===== config.mk =====
export PLATFORM = sky130hd
export DESIGN_NAME = clock_time_ctrl
export DESIGN_NICKNAME = d
export VERILOG_FILES = /design/src/rtl/clock_time_ctrl.sv
export SDC_FILE = /design/constraint.sdc
export NUM_CORES = 1
export LEC_CHECK = 0
export BUFFER_PORTS_ARGS = -buffer_cell sky130_fd_sc_hd__buf_2
export CAP_MARGIN = 10
export CORE_MARGIN = 2
export CORE_UTILIZATION = 54
export DETAILED_ROUTE_END_ITERATION = 8
export PLACE_DENSITY_LB_ADDON = 0.08
export SLEW_MARGIN = 30
export SYNTH_ARGS = -nofsm -noshare
export SYNTH_HDL_FRONTEND = slang
export SYNTH_SLANG_ARGS = --single-unit

===== constraint.sdc =====
create_clock -name clk_1Hz -period 2.1 [get_ports clk_1Hz]
set_clock_uncertainty 0.2 [all_clocks]
set_input_delay 0.525 -clock clk_1Hz [delete_from_list [all_inputs] [get_ports clk_1Hz]]
set_output_delay 0.525 -clock clk_1Hz [all_outputs]
set_load 0.02 [all_outputs]

===== src/rtl/clock_time_ctrl.sv =====
// rtl/clock_time_ctrl.sv - 1 Hz minute/hour timekeeper with button-driven set mode (optional CLOCK_H12_EN adds 12-hour outputs)
module clock_time_ctrl #(
    parameter int INIT_HOUR = 12,
    parameter int INIT_MIN  = 0,
    parameter int TIMEOUT   = 30
) (
    input  logic       clk_1Hz,
    input  logic       rst,
    input  logic       sec_tick,
    input  logic       btn_mode,
    input  logic       btn_inc,
    output logic       sec_run,
    output logic       sec_clr,
    output logic [5:0] min,
    output logic [4:0] hour,
    output logic [1:0] mode,
    output logic       blink,
    output logic       day_tick
`ifdef CLOCK_H12_EN
    ,
    output logic [3:0] hour12,
    output logic       pm
`endif
);

    typedef enum logic [1:0] {
        RUN     = 2'd0,
        SET_HR  = 2'd1,
        SET_MIN = 2'd2,
        SET_SEC = 2'd3
    } mode_t;

    // Counter only has to reach TIMEOUT-1, so clog2(TIMEOUT) bits suffice.
    localparam int TW = (TIMEOUT > 2) ? $clog2(TIMEOUT) : 1;
    localparam logic [TW-1:0] TO_LAST = TW'(TIMEOUT - 1);

    mode_t         state;
    mode_t         state_nx;
    logic [5:0]    min_nx;
    logic [4:0]    hour_nx;
    logic [TW-1:0] to_cnt;
    logic [TW-1:0] to_cnt_nx;
    logic          blink_nx;
    logic          sec_clr_nx;
    logic          day_tick_nx;
    logic          mode_hist;
    logic          inc_hist;
    logic          mode_press;
    logic          inc_press;

    // A press is a rising level against last cycle's sample; mode wins over inc.
    assign mode_press = btn_mode & ~mode_hist;
    assign inc_press  = btn_inc & ~inc_hist & ~mode_press;

    assign sec_run = (state == RUN);
    assign mode    = state;

    // State and datapath registers; reset restores the power-on time and RUN.
    always_ff @(posedge clk_1Hz or posedge rst) begin
        if (rst) begin
            state     <= RUN;
            hour      <= 5'(INIT_HOUR);
            min       <= 6'(INIT_MIN);
            to_cnt    <= '0;
            blink     <= 1'b0;
            sec_clr   <= 1'b0;
            day_tick  <= 1'b0;
            mode_hist <= 1'b0;
            inc_hist  <= 1'b0;
        end else begin
            state     <= state_nx;
            hour      <= hour_nx;
            min       <= min_nx;
            to_cnt    <= to_cnt_nx;
            blink     <= blink_nx;
            sec_clr   <= sec_clr_nx;
            day_tick  <= day_tick_nx;
            mode_hist <= btn_mode;
            inc_hist  <= btn_inc;
        end
    end

    // Next-state: timekeeping in RUN, field edits and inactivity timeout in SET states.
    always_comb begin
        state_nx    = state;
        hour_nx     = hour;
        min_nx      = min;
        to_cnt_nx   = to_cnt;
        blink_nx    = 1'b0;
        sec_clr_nx  = 1'b0;
        day_tick_nx = 1'b0;
        case (state)
            RUN: begin
                to_cnt_nx = '0;
                if (sec_tick) begin
                    if (min == 6'd59) begin
                        min_nx = 6'd0;
                        if (hour == 5'd23) begin
                            hour_nx     = 5'd0;
                            day_tick_nx = 1'b1;
                        end else begin
                            hour_nx = hour + 5'd1;
                        end
                    end else begin
                        min_nx = min + 6'd1;
                    end
                end
                if (mode_press) begin
                    state_nx = SET_HR;
                    blink_nx = 1'b1;
                end
            end
            default: begin
                blink_nx  = ~blink;
                to_cnt_nx = to_cnt + 1'b1;
                if (mode_press) begin
                    to_cnt_nx = '0;
                    blink_nx  = 1'b1;
                    case (state)
                        SET_HR:  state_nx = SET_MIN;
                        SET_MIN: state_nx = SET_SEC;
                        default: begin
                            state_nx = RUN;
                            blink_nx = 1'b0;
                        end
                    endcase
                end else if (inc_press) begin
                    to_cnt_nx = '0;
                    case (state)
                        SET_HR:  hour_nx = (hour == 5'd23) ? 5'd0 : hour + 5'd1;
                        SET_MIN: min_nx  = (min == 6'd59) ? 6'd0 : min + 6'd1;
                        default: sec_clr_nx = 1'b1;
                    endcase
                end else if (to_cnt == TO_LAST) begin
                    state_nx  = RUN;
                    blink_nx  = 1'b0;
                    to_cnt_nx = '0;
                end
            end
        endcase
    end

`ifdef CLOCK_H12_EN
    // 12-hour view of the 24-hour register: 0 -> 12 AM, 12 -> 12 PM.
    always_comb begin
        pm = (hour >= 5'd12);
        if (hour == 5'd0) begin
            hour12 = 4'd12;
        end else if (hour <= 5'd12) begin
            hour12 = hour[3:0];
        end else begin
            hour12 = 4'(hour - 5'd12);
        end
    end
`endif

endmodule


==> results of run 1 <==
## layer usage
layer	up-vias	track usage, %	part of all wire (%)
met5	-	0	0
met4	0	6.76	0.78
met3	2	2.63	2.9
met2	15	31.6	50
met1	438	24.5	46
li1	449	-	-
## synth_stat cells (2+ instances only)
| cell type | n |
|---|---|
| xnor2_1 | 2 |
| o211ai_1 | 2 |
| nor2b_1 | 3 |
| o21ai_0 | 8 |
| and3_1 | 2 |
| ha_1 | 8 |
| nand4b_1 | 2 |
| o31ai_1 | 2 |
| nor2_1 | 10 |
| dfrtp_1 | 21 |
| xor2_1 | 2 |
| mux2_2 | 3 |
| a21oi_1 | 2 |
| mux2i_1 | 2 |
| nand3_1 | 5 |
| nand2b_1 | 4 |
| inv_1 | 7 |
| dfstp_2 | 2 |
| nand2_1 | 4 |
| nor3_1 | 3 |
## flip-flops by register name (all words and copies together) (netlist names)
signal,count
to_cnt,5
mode,2
min,6
hour,5
mode_hist,1
sec_clr,1
inc_hist,1
day_tick,1
blink,1
## per-stage QoR
step / area (um2) / util [%] / total power, W / instances / hold slack (ns)
finish: 1410 / 65.6 / 0.00185 / 166 / 0.0401
global route: 1410 / 65.6 / 0.00199 / 166 / 0.0716
CTS: 1410 / 65.5 / 0.00186 / 166 / 0.0454
detailed placement: 1360 / 63.1 / 0.00160 / 160 / 0.290
global placement: 1360 / 63.1 / 0.00156 / 160 / 0.280
floorplan: 1200 / - / 0.00134 / 109 / 0.260
## final timing paths
path / from / cells past startpoint / slack, ns / endpoint
hold / removal: rst / 3 / 0.04 / to_cnt[0]$_DFF_PP0_
max in group asynchronous: rst / 3 / 1.38 / hour[3]$_DFFE_PP1P_
setup / recovery: mode[0]$_DFFE_PP0P_ / 4 / 0.08 / sec_run
setup reg to reg: mode[0]$_DFFE_PP0P_ / 7 / 0.14 / min[0]$_DFFE_PP0P_
hold reg to reg: to_cnt[0]$_DFF_PP0_ / 1 / 0.30 / to_cnt[0]$_DFF_PP0_
min in group clk_1Hz: btn_inc / 1 / 0.14 / inc_hist$_DFF_PP0_
## cells by family after synthesis
logic type,share of synthesized area [%]
buf+inv,2.83
simple gates,18.5
flops,48.4
mux,5.76
compound gates,13.2
fa+ha+maj,8.38
xor+xnor,2.93
## cell type report
| class | count | area (um2) | share of cell area, % |
|---|---|---|---|
| Clock inverter | 1 | 5.00 | 0.355 |
| Multi-Input combinational cell | 78 | 596 | 42.2 |
| Clock buffer | 3 | 22.5 | 1.60 |
| Timing Repair Buffer | 26 | 145 | 10.3 |
| Sequential cell | 23 | 581 | 41.2 |
| Tap cell | 28 | 35.0 | 2.48 |
| Inverter | 7 | 26.3 | 1.86 |
## worst max-delay path: stages (launching register included)
cell and delay, ns:
dfrtp_2 0.44, inv_2 0.09, ha_4 0.18, buf_4 0.15
buf_4 0.14
## power breakdown
part	switching, W	leakage, nW	internal, W
clock	0.000128	0.0177	0.0000710
combinational	0.000494	0.377	0.000392
sequential	0.000162	0.285	0.000599
total	0.000784	0.680	0.00106
## repair_timing
action,in CTS,in global routing
gates resized for setup,3,1
endpoints found under the setup margin,1,1
pin swaps,1,0
gates cloned,0,0
setup buffers,2,0
==> flow_metrics.env, run 1 <==
export IMPL_outcome="finished clean"
export IMPL_drive_above_1_share_pct=32.6
export IMPL_cp_required_ns=1.37
export IMPL_fin_crit_sh_pct=96.4
export IMPL_maxCapViolations=0
export IMPL_holdBufCountCts=0
export IMPL_tns_ns=0
export IMPL_grt_max_degree=24
export IMPL_synth_nets=122
export IMPL_ys_ff_latch=23
export IMPL_hold_violations=0
export IMPL_die_x_um=51.0
export IMPL_drv_slew=0
export IMPL_clockRootBuffer="clkbuf_4"
export IMPL_nFillCells=165
export IMPL_synth_avg_cell_area_um2=11.0
export IMPL_overflow=0
export IMPL_nets=152
export IMPL_synth_edf_count=0
export IMPL_worst_slew_margin_rel_pct=73.8
export IMPL_synth_area_leaders="dfrtp_1 44%, ha_1 8.4%, dfstp_2 4.4%"
export IMPL_startpoint_type="flip-flop"
export IMPL_antenna_found_initial=0
export IMPL_rows=17
export IMPL_clockBufferDepth=2
export IMPL_netlist_area_mm2=0.00119
export IMPL_power_density_mw_per_mm2=1310
export IMPL_place_port_buffers=21
export IMPL_rsz0062_at_grt="false"
export IMPL_grtUsageTotal_pct=18.8
export IMPL_p_leak_nw=0.680
export IMPL_routed_wl_um=2190
export IMPL_via_count=904
export IMPL_ys_flop_type="dfrtp_1"
export IMPL_cp_arrival_ns=1.30
export IMPL_clkSinkCount=23
export IMPL_post_place_ws_ns=0.119
export IMPL_core_area_mm2=0.00215
export IMPL_end_kind="output pin"
export IMPL_layout_commonest_cell="buf_2"
export IMPL_die_h_um=51.0
export IMPL_worstSkewPairLatency_ns=0.30
export IMPL_n_antenna_cell=0
export IMPL_die_area_mm2=0.00261
export IMPL_place_congestion=0.762
export IMPL_hp_class="in2async"
export IMPL_grt_pass1_wl_um=3680
export IMPL_worst_slack_ns=0.0761
export IMPL_cp_max_fo=7
export IMPL_final_cell_mix="20 x buf_2, 19 x dfrtp_1, 10 x nor2_1"
export IMPL_synthArstFlopShare_pct=100
export IMPL_io_pin_count=22
export IMPL_start_util_pct=55.6
export IMPL_vias_per_cell=5.45
export IMPL_yosysTopAreaCell="dfrtp_1"
export IMPL_yosysWarnings=0
export IMPL_cts_buffers_inserted=3
export IMPL_yosys_area_top_type_share_pct=44.0
export IMPL_hpwl_um=1630
export IMPL_drtIter0Drc=18
export IMPL_clock_fmax_mhz=494
export IMPL_cts_tree="yes"
export IMPL_syn_to_final_growth_pct=18.0
export IMPL_wl_per_cell_um=13.2
export IMPL_first_global_vias=847
export IMPL_ant_nets=0
export IMPL_drcViolationCount=0
export IMPL_first_pass_iters=4
export IMPL_path_class="reg2out"
export IMPL_synth_seq_area_share_pct=48.4
export IMPL_clk_pin_slew_ns=0.12
export IMPL_setup_violations=0
export IMPL_max_slew_worst_pin_slew_ns=0.392
export IMPL_cts_htree_levels=1
export IMPL_synth_cell_types=35
export IMPL_ir_drop_mv=0.649
export IMPL_layout_min_cycle_time_ns=2.02
export IMPL_syn_inst=109
(Power assumes the default switching activity.)
==> run 2, diff against run 1 <==
- CTS_BUF_LIST: default -> sky130_fd_sc_hd__clkbuf_16
- GPL_ROUTABILITY_DRIVEN: default -> 0
- PLACE_DENSITY: default -> 0.78
- PLACE_DENSITY_LB_ADDON: 0.08 -> default
==> run 2 against run 1 <==
Via count rose by 2.2%. Combinational power about the same. Maximum frequency down 0.29%. Setup slack got worse by 0.0059 ns. Register-to-register slack lost 0.07 ns. Sequential power up 2%. Utilization is 1.9 points higher. Clock power rose by 110%. Die area stayed put. Critical path depth up 2. Critical endpoint is now min[2]$_DFFE_PP0P_.
==> flow_metrics.env, run 2 (synthesized netlist as in run 1, its figures left out) <==
export IMPL_grt_pass1_wl_um=3970
export IMPL_clkSinkCount=23
export IMPL_end_kind="flip-flop"
export IMPL_cp_required_ns=2.04
export IMPL_nets=151
export IMPL_cpPeakStageDelay_ns=0.50
export IMPL_outcome="finished clean"
export IMPL_die_h_um=51.0
export IMPL_crit_chain="inv_2 -> ha_1 -> inv_1 -> o41a_4 -> nand2b_4 -> mux2_4"
export IMPL_die_area_mm2=0.00261
export IMPL_worst_slew_margin_rel_pct=72.9
export IMPL_drv_slew=0
export IMPL_wl_per_cell_um=14.3
export IMPL_reg2reg_to="min[2]$_DFFE_PP0P_"
export IMPL_cp_arrival_ns=1.97
export IMPL_first_pass_iters=4
export IMPL_io_pin_count=22
export IMPL_ant_nets=0
export IMPL_reg2reg_from="mode[0]$_DFFE_PP0P_"
export IMPL_cts_buffers_inserted=3
export IMPL_drcViolationCount=0
export IMPL_p_leak_nw=0.698
export IMPL_clk_pin_slew_ns=0.06
export IMPL_die_x_um=51.0
export IMPL_max_slew_worst_pin_slew_ns=0.405
export IMPL_routed_wl_um=2360
export IMPL_startpoint_type="flip-flop"
export IMPL_whs_ns=0.0917
export IMPL_top_regs="min: 6 flops, hour: 5 flops, to_cnt: 5 flops"
export IMPL_ir_drop_mv=0.972
export IMPL_layout_cells_non_filler=165
export IMPL_path_class="reg2reg"
export IMPL_critPathTopFamily="compound AO/OA/AOI/OAI gates"
export IMPL_rrSetupSlack_ns=0.07
export IMPL_holdBufCountCts=0
export IMPL_worstSkewPairLatency_ns=0.25
export IMPL_regArea_um2=581
export IMPL_drtIter0Drc=11
export IMPL_power_frac_seq_pct=37.6
export IMPL_dp_cells=159
export IMPL_rsz0062_at_grt="false"
export IMPL_layout_min_cycle_time_ns=2.03
export IMPL_via_count=924
export IMPL_syn_to_final_growth_pct=21.4
export IMPL_cts_htree_levels=1
export IMPL_clockPowerShare_pct=19.8
export IMPL_sw_frac_of_total_pct=40.1
export IMPL_hp_class="in2async"
export IMPL_grt_max_degree=24
export IMPL_layout_commonest_cell="buf_2"
export IMPL_ff2ff_path_depth=6
export IMPL_maxCapViolations=0
export IMPL_first_global_vias=930
export IMPL_largest_reg_flops=6
export IMPL_setup_violations=0
export IMPL_overflow=0
export IMPL_core_area_mm2=0.00215
export IMPL_rows=17
export IMPL_clock_fmax_mhz=493
export IMPL_regMostFlops="min"
export IMPL_cts_tree="yes"
export IMPL_hpwl_um=1660
export IMPL_hold_violations=0
export IMPL_power_density_mw_per_mm2=1430
export IMPL_nFillCells=170
export IMPL_final_cell_mix="21 x buf_2, 19 x dfrtp_1, 10 x nor2_1"
export IMPL_vias_per_cell=5.60
export IMPL_drive_above_1_share_pct=32.1
export IMPL_clockRootBuffer="clkbuf_16"
export IMPL_antenna_found_initial=0
export IMPL_n_antenna_cell=0
export IMPL_multi_input_area_um2=596
export IMPL_cp_max_fo=9
export IMPL_power_switching_w=0.000829
export IMPL_clockBufferDepth=2
export IMPL_fin_crit_sh_pct=96.7
export IMPL_tns_ns=0
export IMPL_p_int_w=0.00124
export IMPL_cp_buffers_inverters=2
export IMPL_p_comb_share_pct=42.7
export IMPL_cp_slowest_cell="o41a_4"
export IMPL_start_util_pct=55.6
export IMPL_place_port_buffers=21
export IMPL_grtUsageTotal_pct=20.3
## run 2: changes by cell type in the layout (fill, tap and decap cells not counted)
cell / delta
buf_2: +1
buf_4: -3
clkbuf_16: +3
clkbuf_2: +1
clkbuf_4: -3
## run 2: power groups by stage
stage / sequential, W / combinational (W) / clock, W
finish: 0.000777 / 0.000882 / 0.000409
global route: 0.000798 / 0.000969 / 0.000437
floorplan: 0.000898 / 0.000441 / 0
CTS: 0.000771 / 0.000862 / 0.000416
global placement: 0.000762 / 0.000793 / 0
detailed placement: 0.000773 / 0.000829 / 0
## run 2: area by class of cell
cell class,count,share of cell area (%)
clock inverter,1,0.345
inverter,7,1.81
tap,28,2.42
clock buffer,3,5.18
multi-input combinational,78,41.1
timing repair buffer,25,9.15
sequential,23,40.0
## run 2: repair_timing
item                                   4_1_cts  5_1_grt
resized for setup                            2        1
setup endpoints to repair                    1        1
endpoints found under the hold margin        0        0
pin swaps                                    0        1
setup buffers                                0        2
## run 2: worst max path at each step
stage	from	endpoint	slack, ns	cells after the start
3_3_place_gp	btn_mode	min[2]$_DFFE_PP0P_	0.09	5
4_1_cts	mode[1]$_DFFE_PP0P_	sec_run	0.04	4
6_report	mode[0]$_DFFE_PP0P_	min[2]$_DFFE_PP0P_	0.07	6
5_1_grt	mode[0]$_DFFE_PP0P_	min[2]$_DFFE_PP0P_	0.02	6
2_1_floorplan	mode[0]$_DFFE_PP0P_	min[2]$_DFFE_PP0P_	0.05	5
3_5_place_dp	mode[0]$_DFFE_PP0P_	min[2]$_DFFE_PP0P_	0.03	5
## run 2: routing by layer
layer / track usage, % / part of all wire (%) / vias to the layer above
met1: 25.1 / 45 / 460
met2: 35.1 / 49 / 19
li1: - / - / 445
met5: 0 / 0 / -
met3: 7.02 / 5.3 / 0
met4: 2.70 / 0 / 0
## run 2: per-stage QoR
step / cell area (um2) / total power (W) / setup slack, ns / utilization (%)
2_1_floorplan: 1200 / 0.00134 / 0.0455 / -
3_3_place_gp: 1350 / 0.00155 / 0.0874 / 62.7
3_5_place_dp: 1350 / 0.00160 / 0.0273 / 62.7
4_1_cts: 1440 / 0.00205 / 0.0392 / 66.9
5_1_grt: 1450 / 0.00220 / 0.0201 / 67.5
6_report: 1450 / 0.00207 / 0.0703 / 67.5
## run 2: worst min-delay path: stages
cell and delay (ns):
buf_2 0.09, inv_1 0.04, buf_4 0.27
==> run 3, diff against run 2 <==
- CORE_UTILIZATION: 54 -> 48
- PLACE_DENSITY: 0.78 -> 0.73
- clock period: 2.1 -> 1.8 ns (I/O delays scaled with it)
==> run 3 against run 2 <==
The run now ends with negative setup slack left. Die area grew 12%. Power grew 24%. Flip-flop and latch count is the same. Clock-buffer cell count is the same. Critical path type unchanged. Largest cell class unchanged.
==> flow_metrics.env, run 3 (synthesized netlist as in run 1, its figures left out) <==
export IMPL_cp_buffers_inverters=3
export IMPL_first_global_vias=856
export IMPL_final_area_mm2=0.00161
export IMPL_crit_chain="inv_2 -> buf_4 -> ha_1 -> inv_1 -> o41a_4 -> nand2b_4 -> mux2_4"
export IMPL_antenna_found_initial=0
export IMPL_layout_commonest_cell="buf_2"
export IMPL_drive_above_1_share_pct=42.7
export IMPL_n_antenna_cell=0
export IMPL_layout_cells_non_filler=180
export IMPL_place_port_buffers=21
export IMPL_largest_reg_flops=6
export IMPL_path_class="reg2reg"
export IMPL_failed_checks="negative setup slack"
export IMPL_clock_fmax_mhz=527
export IMPL_vias_per_cell=5.21
export IMPL_cts_buffers_inserted=3
export IMPL_nFillCells=191
export IMPL_setup_violations=8
export IMPL_cp_arrival_ns=1.84
export IMPL_overflow=0
export IMPL_via_count=938
export IMPL_final_cell_mix="20 x buf_2, 19 x dfrtp_1, 15 x buf_4"
export IMPL_rows=18
export IMPL_routed_wl_um=2330
export IMPL_die_area_mm2=0.00290
export IMPL_regMostFlops="min"
export IMPL_end_kind="flip-flop"
export IMPL_worstSkewPairLatency_ns=0.26
export IMPL_hpwl_um=1690
export IMPL_core_area_mm2=0.00241
export IMPL_outcome="finished, violations left"
export IMPL_cpPeakStageDelay_ns=0.40
export IMPL_power_density_mw_per_mm2=1590
export IMPL_p_leak_nw=0.773
export IMPL_cts_tree="yes"
export IMPL_rsz0062_at_grt="true"
export IMPL_critPathTopFamily="flip-flops"
export IMPL_cp_slowest_cell="dfrtp_2"
export IMPL_worst_slack_ns=-0.0958
export IMPL_clkSinkCount=23
export IMPL_grt_pass1_wl_um=3790
export IMPL_multi_input_area_um2=638
export IMPL_die_h_um=53.9
export IMPL_syn_to_final_growth_pct=34.7
export IMPL_grt_max_degree=24
export IMPL_wl_per_cell_um=13.0
export IMPL_worst_slew_margin_rel_pct=78.6
export IMPL_hp_class="in2async"
export IMPL_dp_cells=173
export IMPL_max_slew_worst_pin_slew_ns=0.320
export IMPL_ir_drop_mv=1.08
export IMPL_io_pin_count=22
export IMPL_top_regs="min: 6 flops, hour: 5 flops, to_cnt: 5 flops"
export IMPL_fin_crit_sh_pct=105
export IMPL_nets=164
export IMPL_drcViolationCount=0
export IMPL_cts_htree_levels=1
export IMPL_first_pass_iters=4
export IMPL_clk_pin_slew_ns=0.06
export IMPL_maxCapViolations=0
export IMPL_power_total_w=0.00256
export IMPL_clockRootBuffer="clkbuf_16"
export IMPL_grtUsageTotal_pct=18.9
export IMPL_drv_slew=0
export IMPL_clockBufferDepth=2
export IMPL_whs_ns=0.0218
export IMPL_ant_nets=0
export IMPL_startpoint_type="flip-flop"
export IMPL_place_area_mm2=0.00146
export IMPL_hold_violations=0
export IMPL_drtIter0Drc=11
export IMPL_layout_min_cycle_time_ns=1.90
export IMPL_start_util_pct=49.6
export IMPL_die_x_um=53.9
export IMPL_cp_required_ns=1.75
export IMPL_regArea_um2=581
export IMPL_cp_max_fo=3
-- run 3: what timing repair did --
action	4_1_cts	5_1_grt
buffers inserted	2	1
setup endpoints to repair	8	12
gates resized for setup	5	10
hold buffers	0	0
pin swaps	0	8
-- run 3: layout make-up --
type                            instances  share of cell area (%)
Clock buffer                            3                    4.67
Clock inverter                          1                   0.311
Inverter                                7                    1.63
Multi-Input combinational cell         78                    39.7
Sequential cell                        23                    36.1
Tap cell                               30                    2.33
Timing Repair Buffer                   38                    15.3
-- run 3: where the power goes --
group | switching, W | total [W] | internal, W
Sequential | 0.000186 | 0.000887 | 0.000701
Clock | 0.000180 | 0.000479 | 0.000299
Combinational | 0.000628 | 0.00120 | 0.000570
Total | 0.000994 | 0.00256 | 0.00157
-- run 3: worst reg2reg max path, cell delays in order (launching register included) --
cell and delay [ns]:
dfrtp_2 0.40, inv_2 0.09, buf_4 0.11, ha_1 0.14
inv_1 0.04, o41a_4 0.36, nand2b_4 0.15, mux2_4 0.29
-- run 3: worst paths after layout --
| path | from | end | slack (ns) | cells past startpoint |
|---|---|---|---|---|
| max | mode[0]$_DFFE_PP0P_ | min[2]$_DFFE_PP0P_ | -0.1 | 7 |
| max reg2reg | mode[0]$_DFFE_PP0P_ | min[2]$_DFFE_PP0P_ | -0.1 | 7 |
| min | rst | min[5]$_DFFE_PP0P_ | 0.02 | 3 |
| max in group asynchronous | rst | hour[2]$_DFFE_PP1P_ | 1.10 | 3 |
| min in group clk_1Hz | btn_inc | inc_hist$_DFF_PP0_ | 0.12 | 1 |
| min reg2reg | to_cnt[0]$_DFF_PP0_ | to_cnt[0]$_DFF_PP0_ | 0.29 | 1 |
-- run 3: routing by layer --
metal,share of wire (%),vias up,GRT usage [%]
met5,0,-,0
met4,2.7,0,11.5
met3,3.6,5,4.17
met1,45,445,21.9
met2,48,18,31.5
li1,-,470,-
-- run 3: metrics by stage --
stage	setup slack, ns	utilization (%)	setup TNS, ns
6_report	-0.0958	66.8	-0.266
5_1_grt	-0.157	66.8	-1.05
4_1_cts	-0.0439	65.2	-0.154
3_5_place_dp	-0.0954	60.6	-0.538
3_3_place_gp	-0.0714	60.6	-0.377
2_1_floorplan	-0.180	-	-0.388
